--- src/rtl/bram_stream_reader.sv ---
// bram_stream_reader: read-side client for the simple-dual-port block RAM.
// Issues a burst of reads (base_addr, count) and streams the words out in
// address order on a valid/ready interface, through a 2-entry buffer.
// Optional feature macro: SR_LAST_EN adds the out_last port.
//
// state | meaning
// ------+-------------------------------------------------------------
// IDLE  | waiting for start; buffer empty
// RUN   | issuing reads and draining the buffer until the last handshake
// FIN   | one-cycle completion; done high, busy low
module bram_stream_reader #(
  parameter int DWIDTH  = 16,
  parameter int LOG_LEN = 8
) (
  input  logic               clk,
  input  logic               rst_n,
  input  logic               start,
  input  logic [LOG_LEN-1:0] base_addr,
  input  logic [LOG_LEN:0]   count,
  output logic               busy,
  output logic               done,
  output logic               enb,
  output logic [LOG_LEN-1:0] addrb,
  input  logic [DWIDTH-1:0]  dob,
  output logic               out_valid,
  input  logic               out_ready,
  output logic [DWIDTH-1:0]  out_data
`ifdef SR_LAST_EN
  ,
  output logic               out_last
`endif
);

  typedef enum logic [1:0] {IDLE, RUN, FIN} state_t;

  localparam logic [LOG_LEN:0]   CNT_ZERO = '0;
  localparam logic [LOG_LEN:0]   CNT_ONE  = 1;
  localparam logic [LOG_LEN-1:0] ADDR_ONE = 1;

  state_t             state;
  logic [LOG_LEN-1:0] cur_addr;
  logic [LOG_LEN-1:0] addr_hold;
  logic [LOG_LEN:0]   issue_left;
  logic [LOG_LEN:0]   pop_left;
  logic [1:0]         occ;
  logic [DWIDTH-1:0]  fifo [2];
  logic               wr_ptr;
  logic               rd_ptr;
  logic               push;
  logic               hs;

  // Read issue depends only on registers, so out_ready never reaches enb.
  // occ<2 at issue guarantees a free slot, since the word lands at the
  // same edge the read is issued on.
  assign enb       = (state == RUN) && (issue_left != CNT_ZERO) && (occ != 2'd2);
  assign addrb     = enb ? cur_addr : addr_hold;
  assign out_valid = (occ != 2'd0);
  assign out_data  = fifo[rd_ptr];
  assign hs        = out_valid && out_ready;

  // The RAM samples enb/addrb on the falling edge, so dob already holds the
  // word at the rising edge that completes the issue: the pending flag is
  // just the issue itself.
  assign push = enb;

`ifdef SR_LAST_EN
  assign out_last = out_valid && (pop_left == CNT_ONE);
`endif

  // Control FSM: burst counters, address generation, busy/done.
  always_ff @(posedge clk or negedge rst_n) begin
    if (!rst_n) begin
      state      <= IDLE;
      busy       <= 1'b0;
      done       <= 1'b0;
      cur_addr   <= '0;
      issue_left <= '0;
      pop_left   <= '0;
    end else begin
      case (state)
        IDLE: begin
          done <= 1'b0;
          if (start) begin
            if (count != CNT_ZERO) begin
              state      <= RUN;
              busy       <= 1'b1;
              cur_addr   <= base_addr;
              issue_left <= count;
              pop_left   <= count;
            end else begin
              state <= FIN;
              done  <= 1'b1;
            end
          end
        end
        RUN: begin
          if (enb) begin
            cur_addr   <= cur_addr + ADDR_ONE;
            issue_left <= issue_left - CNT_ONE;
          end
          if (hs) begin
            pop_left <= pop_left - CNT_ONE;
            if (pop_left == CNT_ONE) begin
              state <= FIN;
              busy  <= 1'b0;
              done  <= 1'b1;
            end
          end
        end
        FIN: begin
          state <= IDLE;
          busy  <= 1'b0;
          done  <= 1'b0;
        end
        default: begin
          state <= IDLE;
          busy  <= 1'b0;
          done  <= 1'b0;
        end
      endcase
    end
  end

  // Remember the last issued address so addrb holds it while idle.
  always_ff @(posedge clk or negedge rst_n) begin
    if (!rst_n) begin
      addr_hold <= '0;
    end else if (enb) begin
      addr_hold <= cur_addr;
    end
  end

  // 2-entry FIFO absorbing RAM latency and consumer backpressure.
  always_ff @(posedge clk or negedge rst_n) begin
    if (!rst_n) begin
      fifo[0] <= '0;
      fifo[1] <= '0;
      wr_ptr  <= 1'b0;
      rd_ptr  <= 1'b0;
      occ     <= 2'd0;
    end else begin
      if (push) begin
        fifo[wr_ptr] <= dob;
        wr_ptr       <= ~wr_ptr;
      end
      if (hs) begin
        rd_ptr <= ~rd_ptr;
      end
      case ({push, hs})
        2'b10:   occ <= occ + 2'd1;
        2'b01:   occ <= occ - 2'd1;
        default: occ <= occ;
      endcase
    end
  end

endmodule

--- config.mk ---
export PLATFORM = sky130hd
export DESIGN_NAME = bram_stream_reader
export DESIGN_NICKNAME = d
export VERILOG_FILES = /design/src/rtl/bram_stream_reader.sv
export SDC_FILE = /design/constraint.sdc
export NUM_CORES = 1
export LEC_CHECK = 0
export ABC_AREA = 1
export BUFFER_PORTS_ARGS = -buffer_cell sky130_fd_sc_hd__buf_2
export CAP_MARGIN = 20
export CELL_PAD_IN_SITES_DETAIL_PLACEMENT = 1
export CELL_PAD_IN_SITES_GLOBAL_PLACEMENT = 1
export CORE_MARGIN = 1.5
export CORE_UTILIZATION = 36
export CTS_CLUSTER_SIZE = 30
export DETAILED_ROUTE_END_ITERATION = 8
export GPL_TIMING_DRIVEN = 0
export MAX_ROUTING_LAYER = met4
export PLACE_DENSITY = 0.81
export SLEW_MARGIN = 5
export SYNTH_ARGS = -nofsm -noshare
export SYNTH_HDL_FRONTEND = slang
export SYNTH_SLANG_ARGS = --single-unit
--- constraint.sdc ---
create_clock -name clk -period 1.81 [get_ports clk]
set_input_delay 0.181 -clock clk [delete_from_list [all_inputs] [get_ports clk]]
set_output_delay 0.181 -clock clk [all_outputs]
set_load 0.01 [all_outputs]
Yosys cells after proc, flatten, opt, wreduce, memory -nomap -nowiden
Index checks and enable logic that the tools add are counted.
{"block": "totals", "in_bits": 37, "elab_cells": 82, "ff_bits": 74, "out_inout_bits": 28}
{"block": "op_classes", "n_eq_ne": 10, "n_addsub": 5, "n_reduce_logical": 15, "mux": 33, "n_bitwise": 4, "order_cmp": 3}
{"operator": "$mux 16", "n": 4}
{"operator": "$mux 9", "n": 4}
{"operator": "$pmux 9 s2", "n": 2}
{"operator": "$bwmux 32", "n": 1}
{"operator": "$mux 8", "n": 4}
{"operator": "$reduce_bool 9->1", "n": 2}
{"operator": "$sub 9x1->9 const B", "n": 2}
{"operator": "$demux 16 s1", "n": 1}
{"operator": "$pmux 8 s2", "n": 1}
{"operator": "$reduce_and 4->1", "n": 3}
{"operator": "$ne 2x2->1 const B", "n": 5}
{"operator": "$eq 9x1->1 const B", "n": 1}
{"operator": "$add 8x1->8 const B", "n": 1}
{"operator": "$mux 1", "n": 8}
{"operator": "$mux 2", "n": 4}
{"operator": "$pmux 2 s2", "n": 2}
{"operator": "$reduce_bool 2->1", "n": 3}
{"operator": "$eq 2x1->1 const B", "n": 2}
{"operator": "$ge 2x2->1 const B", "n": 2}
{"operator": "$logic_and 1x1->1", "n": 4}
{"operator": "$not 1->2", "n": 2}
{"operator": "$pmux 1 s2", "n": 2}
{"operator": "$reduce_and 3->1", "n": 1}
{"operator": "$add 2x1->2 const B", "n": 1}
{"operator": "other kinds (7)", "n": 8}

Longest topological paths before layout
Gate-level depths: netlist of the first run.
{"block": "depth", "depth_word": 6, "ltp_mapped": 11, "depth_no_buf": 11}

Worst setup path before layout of the first run
Ideal clock, no wire load.
{"block": "synth_timing", "path_type": "register to register", "startpoint": "register issue_left[0]", "endpoint": "register occ[1]", "period_less_slack_ns": 1.979, "setup_time_ns": 0.131, "path_buffers": 1, "setup_slack_ns": -0.169, "arrival_time_ns": 1.848, "stages_incl_launch_ff": 12, "required_ns": 1.679, "path_cell_list": "dfrtp_1 -> inv_1 -> ha_1 -> nand2_2 -> nor2_2 -> nand3_2 -> nand2_4 -> buf_2 -> ha_1 -> a21oi_1 -> o21ai_0 -> xor2_1"}
{"block": "synth_via", "elab_chain_len": 5, "word_cells_on_any_way": 7, "classes_between": "2 x eq/ne; 1 x mux; 4 x reduce/logical"}
{"item": "start: declaration", "line_no": "43", "source": "logic [LOG_LEN:0] issue_left;"}
{"item": "start signal: assignment", "line_no": "88", "source": "issue_left <= count;"}
{"item": "start signal: assignment", "line_no": "99", "source": "issue_left <= issue_left - CNT_ONE;"}
{"item": "$reduce_bool 9->1 *", "line_no": "55", "source": "assign enb = (state == RUN) && (issue_left != CNT_ZERO) && (occ != 2'd2);"}
{"item": "$logic_and 1x1->1 * (2 in a row)", "line_no": "55"}
{"item": "$eq 2x1->1 or $eq 2x2->1 (tied branches)", "line_no": "149", "source": "case ({push, hs})"}
{"item": "$pmux 2 s2 or $reduce_bool 2->1 (tied branches)"}
{"item": "end signal: assignment", "line_no": "150", "source": "2'b10: occ <= occ + 2'd1;"}
{"item": "end signal: assignment", "line_no": "151", "source": "2'b01: occ <= occ - 2'd1;"}
{"item": "end: declaration", "line_no": "45", "source": "logic [1:0] occ;"}
Every way passes the cells marked *; elsewhere a longest branch is shown, timed or not.
A chain may end at the register's enable or synchronous reset.

Worst setup path in the final report of the first run
{"block": "layout_timing", "startpoint": "register issue_left[5]", "endpoint": "output addrb[0]"}
{"block": "layout_via", "elab_chain_len": 4}
{"item": "$reduce_bool 9->1", "line_no": "55"}
{"item": "$logic_and 1x1->1 (2 in a row)", "line_no": "55"}
{"item": "$mux 8"}
{"item": "end: declaration", "line_no": "23", "source": "output logic [LOG_LEN-1:0] addrb,"}
Every way passes these cells.

==> results of run 1 <==
per-stage QoR:
stage	utilization	total power [uW]	hold slack [ps]	instances
2_1_floorplan	-	6756	-114.6	535
3_3_place_gp	0.4200	8195	455.9	739
3_5_place_dp	0.4228	8485	162.5	740
4_1_cts	0.4591	10490	83.73	767
5_1_grt	0.4986	12710	104.6	784
6_report	0.4986	11820	89.58	784
where the power goes:
part,switching (uW),internal (uW),leakage [uW],total (uW)
logic,4080,3210,0.00190,7290
clock network,734,662,0.000102,1400
registers,670,2470,0.000918,3140
total,5480,6340,0.00292,11800
flip-flops by register name, indices dropped and copies added (netlist names), 2 cells and up:
name and flops:
pop_left 9, addr_hold 8, state 2, cur_addr 8, fifo 32, issue_left 9, occ 2
tightest hold or removal path: cells and delay by family:
kind / cells / cell delay (ps)
compound gates: 1 / 60
buf+inv: 2 / 180
cells in the final DEF (no fill, tap or decap), drive strengths merged:
cell type	synthesis	routed
a21boi	1	1
a21oi	4	4
buf	13	100
bufinv	0	1
clkbuf	7	21
clkinv	1	1
clkinvlp	0	1
dfrtp	74	74
dlygate4sd3	0	1
ha	5	5
inv	52	57
nand2	237	237
nand3	34	34
nand4	3	3
nor2	28	28
nor3	1	1
o21ai	67	67
o21bai	1	1
o31ai	1	1
or2	2	2
xnor2	1	1
xor2	3	3
kinds of logic (layout without fill, tap and decap cells):
family          count (synthesis)  in the layout  share of synthesized area
simple gates                  305            305                     0.3095
compound gates                 74             74                     0.1248
flops                          74             74                     0.4571
buf+inv                        73            182                    0.08462
fa+ha+maj                       5              5                    0.01544
xor+xnor                        4              4                   0.008649
worst min path at each step:
stage	cells after the start	end	startpoint	slack, ps
final	3	fifo[27]	dob[11]	90
after global routing	3	fifo[23]	dob[7]	100
after CTS	3	fifo[27]	dob[11]	80
after detailed placement	1	fifo[19]	rst_n	160
after global placement	2	busy	busy	460
after floorplan	0	addr_hold[0]	rst_n	-110
final cells by class:
cell class,instances,share of cell area
plain buffers,18,0.03987
clock buffers,9,0.02282
clock inverters,7,0.01498
inverters,53,0.03895
multi-input cells,388,0.3713
flip-flops and latches,74,0.3411
well taps,140,0.03227
repair buffers,95,0.1387
routing by layer:
| metal | share of wire | vias to the layer above | global-route usage |
|---|---|---|---|
| li1 | - | 1884 | - |
| met3 | 0.031 | 17 | 0.03228 |
| met2 | 0.54 | 77 | 0.3902 |
| met1 | 0.42 | 1922 | 0.2558 |
| met5 | 0 | - | - |
| met4 | 0.010 | 0 | 0.05733 |
timing repair:
item	CTS	global route
endpoints found under the setup margin	28	64
gates resized for setup	30	45
gates cloned	0	8
hold buffers	1	0
endpoints found under the hold margin	31	0
buffers inserted	12	11
pin swaps	8	8
==> results.toml, run 1 <==
[detailed_routing]
first_iter_violations = 93
wirelength_um = 13200
vias = 3900
wl_per_cell_um = 16.84
routed_via_density = 4.974
final_antenna_net_count = 0
drcViolationCount = 0
firstDrtPassIters = 4

[global_routing]
grt_pass1_vias = 4062
grt_antenna_before_repair = 0
overflow = 0
grt_pass1_wl_um = 19430
grt_use_total = 0.2186
grt_max_degree = 44

[floorplanning]
die_area_mm2 = 0.01190
coreArea_mm2 = 0.01089
start_util = 0.3721
io_pins = 65
rows = 38
die_height_um = 109.1
dieWidth_um = 109.1

[setup_path]
critPathBufInv = 4
cp_top_family = "simple AND/OR/NAND/NOR gates"
cp_max_fo = 6
crit_chain = "inv_2 > nand2_1 > nor2_1 > nand3_2 > nand2_4 > buf_6 > inv_8 > nand2_2 > nand2_2 > buf_6"
worstSetupPathType = "reg2out"
cp-end-kind = "output port"
worstSetupStartpointType = "register"
critPathMaxStageDelay_ps = 440
reg2reg_to = "occ[1]"
cpMaxStageDelayCell = "dfrtp_1"
cp-endpoint = "addrb[0]"
path_depth = 10
r2r_cells = 11
r2r_start = "issue_left[5]"
crit_arrival_ps = 1870
critical_path.startpoint = "issue_left[5]"
timing.reg2reg.setup_slack_ps = -180
crit_required_ps = 1630

[timing]
hold_viol = 0
setup_slack_ps = -243.2
max_freq_ghz = 0.4870
fin_crit_sh = 1.134
clock_skew_ps = 18.41
rsz0062_at_grt = "yes"
min_period_ps = 2053
setup_tns_ps = -5249
tightest_slew_ps = 622.7
slew_headroom = 0.5848
final-max-slew-violation-count = 0
setup-violations-final = 55

[clocking]
clock_path_buffers = 2
cts_buffers = 9
cts.clk_slew.worst_paths_ps = 100
cts_tree = "yes"
clock_latency_ps = 370
root_buffer = "clkbuf_8"
cts_sinks = 74
htree_levels = 3

[synthesis]
netlist_area_mm2 = 0.004051
synth_top_area_cell = "dfrtp_1"
synth.distinct_cells = 31
async_flop_share = 1.000
synth.most_common_cell = "nand2_1"
synthFlopType = "dfrtp_1"
avgSynthCellArea_um2 = 7.573
yosysSeqAreaShare = 0.4571
synth_edf_count = 0
synthCells = 535
syn_nets = 577
yosysTopAreaCellShare = 0.4571
synth_warnings = 0
synth_area_leaders = "dfrtp_1 46%, nand2_1 21%, o21ai_2 7.1%"
synth_seq_cells = 74
synth_common_cells = "228 x nand2_1, 74 x dfrtp_1, 45 x inv_1"

[pwr]
powerDensity_mw_per_mm2 = 2177
irDropWorstVdd_uv = 879.2
p_leak_uw = 0.002917

[placed_design]
place.gp.congestion = 0.8158
port_buffers = 64
place_ws_ps = -262.1
dp_hpwl_um = 8487
placed_area_mm2 = 0.004603

[layout]
nFillCells = 1365
antennaDiodeCount = 0
multiInputGateArea_mm2 = 0.002016
drive_gt1_frac = 0.3183
final_area_mm2 = 0.005429
regArea_mm2 = 0.001852
syn_to_final_growth_pct = 34.00
final_nets = 681

[hold_path]
hold_class = "in2reg"

[status]
status = "complete, but fails checks"
violations = "setup timing"

[job]
maxCapViolations = 0
No activity file was read; power rests on OpenSTA's default activity.
==> inputs of run 2 (changes only) <==
--- a/config.mk
+++ b/config.mk
@@ -16,7 +16,7 @@
 export DETAILED_ROUTE_END_ITERATION = 8
 export GPL_TIMING_DRIVEN = 0
 export MAX_ROUTING_LAYER = met4
-export PLACE_DENSITY = 0.81
+export PLACE_DENSITY = 0.78
 export SLEW_MARGIN = 5
 export SYNTH_ARGS = -nofsm -noshare
 export SYNTH_HDL_FRONTEND = slang
==> constraint.sdc (replaced) <==
create_clock -name clk -period 2 [get_ports clk]
set_input_delay 0.2 -clock clk [delete_from_list [all_inputs] [get_ports clk]]
set_output_delay 0.2 -clock clk [all_outputs]
set_load 0.01 [all_outputs]
==> run 2 against run 1 <==
The run still ends with setup timing left; critical path depth grew 1; worst setup slack gained 210 ps; die area is the same; clock power shrank 10%; via count shrank 1.3%; final area shrank 4.9%; clock skew shrank 9.0 ps; utilization shrank 2.4 points; hold slack gained 30 ps; total power shrank 16%; non-clock buffer count shrank 10; wire length shrank 4.3%.
==> results.toml, run 2 (synthesized netlist as in run 1, its figures left out) <==
[layout]
syn_to_final_growth_pct = 27.42
fin_util = 0.4741
largestRegisters = "fifo (32), issue_left (9), pop_left (9)"
top_register = "fifo"
final_nets = 671
final_common_cell = "nand2_1"
final_cell_mix = "214 x nand2_1, 74 x dfrtp_1, 61 x buf_2"
drive_gt1_frac = 0.3060
antennaDiodeCount = 0
final-instance-count-excl-fill = 774
largest_reg_flops = 32

[detailed_routing]
final_antenna_net_count = 0
firstDrtPassIters = 4
first_iter_violations = 182
routed_via_density = 4.972
vias = 3848
drcViolationCount = 0
wirelength_um = 12630
wl_per_cell_um = 16.32

[floorplanning]
io_pins = 65
die_area_mm2 = 0.01190
die_height_um = 109.1
start_util = 0.3721
dieWidth_um = 109.1
rows = 38
coreArea_mm2 = 0.01089

[setup_path]
worstSetupPathType = "reg2out"
cp-end-kind = "output port"
worstSetupStartpointType = "register"
crit_required_ps = 1800
cp_max_fo = 6
crit_arrival_ps = 1830

[clocking]
cts_tree = "yes"
htree_levels = 3
cts_sinks = 74
cts_buffers = 9
clock_path_buffers = 2
clock_latency_ps = 350
root_buffer = "clkbuf_8"
cts.clk_slew.worst_paths_ps = 90

[timing]
setup_slack_ps = -34.63
fin_crit_sh = 1.017
max_freq_ghz = 0.4915
slew_headroom = 0.6025
rsz0062_at_grt = "yes"
tightest_slew_ps = 596.3
final-max-slew-violation-count = 0
min_period_ps = 2035
setup-violations-final = 8
clock_skew_ps = 9.390
hold_viol = 0

[pwr]
irDropWorstVdd_uv = 728.6
powerDensity_mw_per_mm2 = 1925
p_leak_uw = 0.002781

[global_routing]
grt_pass1_wl_um = 20160
grt_use_total = 0.2276
overflow = 0
grt_pass1_vias = 4172
grt_antenna_before_repair = 0
grt_max_degree = 63

[placed_design]
place_ws_ps = -319.5
place.gp.congestion = 0.8506
port_buffers = 64
placedCellCount = 740
dp_hpwl_um = 8699

[job]
maxCapViolations = 0

[status]
violations = "setup timing"
status = "complete, but fails checks"

[hold_path]
hold_class = "in2reg"
run 2: cell types whose count changed in the layout (fill, tap and decap cells not counted), moves of 2 or more:
cell | previous run | this run
nand2_2 | 11 | 14
inv_6 | 5 | 3
buf_12 | 5 | 1
buf_6 | 11 | 13
clkbuf_16 | 7 | 1
nand2_8 | 3 | 1
clkbuf_1 | 2 | 4
clkbuf_2 | 3 | 1
buf_8 | 5 | 2
run 2: path summary, 6_finish.rpt:
| kind | start | end | slack [ps] | cells after the start |
|---|---|---|---|---|
| max | issue_left[0] | addrb[2] | -30 | 11 |
| min | dob[10] | fifo[10] | 120 | 3 |
| max reg2reg | issue_left[0] | occ[1] | 110 | 11 |
| min reg2reg | addr_hold[6] | addr_hold[6] | 480 | 2 |
| max in group asynchronous | rst_n | addr_hold[4] | 1180 | 3 |
| min in group asynchronous | rst_n | fifo[21] | 230 | 2 |
run 2: cell type report:
class / instances / area [um^2]
Multi-Input combinational cell: 388 / 1993
Fill cell: 1372 / 5725
Sequential cell: 74 / 1852
Tap cell: 140 / 175.2
Inverter: 53 / 212.7
Buffer: 18 / 155.1
Timing Repair Buffer: 85 / 564.3
Clock inverter: 6 / 72.57
Clock buffer: 10 / 137.6
run 2: worst max-delay path: stages, from the launching register on:
cell and delay [ps]:
dfrtp_1 400, inv_2 90, ha_4 150, nand2_4 60, nor2_4 150, nand3_4 120
nand2_8 120, buf_12 130, inv_12 40, nand2_4 50, nand2_4 60, buf_6 120
run 2: metal layers:
| layer | GRT usage | routed length, um |
|---|---|---|
| met5 | - | 0 |
| met4 | 0.06673 | 173 |
| met3 | 0.03586 | 422 |
| met2 | 0.4098 | 6696 |
| met1 | 0.2590 | 5337 |
run 2: power by group:
group / internal (uW) / switching (uW)
clock: 627 / 637
sequential: 2240 / 589
combinational: 2360 / 3490
total: 5220 / 4720
run 2: timing repair:
item / CTS / global route
setup endpoints to repair: 21 / 15
hold buffers: 1 / 0
resized for setup: 29 / 28
buffers inserted: 11 / 7
hold endpoints to repair: 12 / 0
pin swaps: 5 / 8
gates cloned: 0 / 1
run 2: through the flow:
stage	total power (uW)	hold slack [ps]	setup TNS (ps)	instance area, um^2
2_1_floorplan	6055	-95.59	0	4051
3_3_place_gp	7357	456.8	-304.3	4547
3_5_place_dp	7645	67.11	-641.4	4577
4_1_cts	9427	112.6	-216.3	4969
5_1_grt	10790	120.0	-889.0	5162
6_report	9936	119.5	-183.1	5162
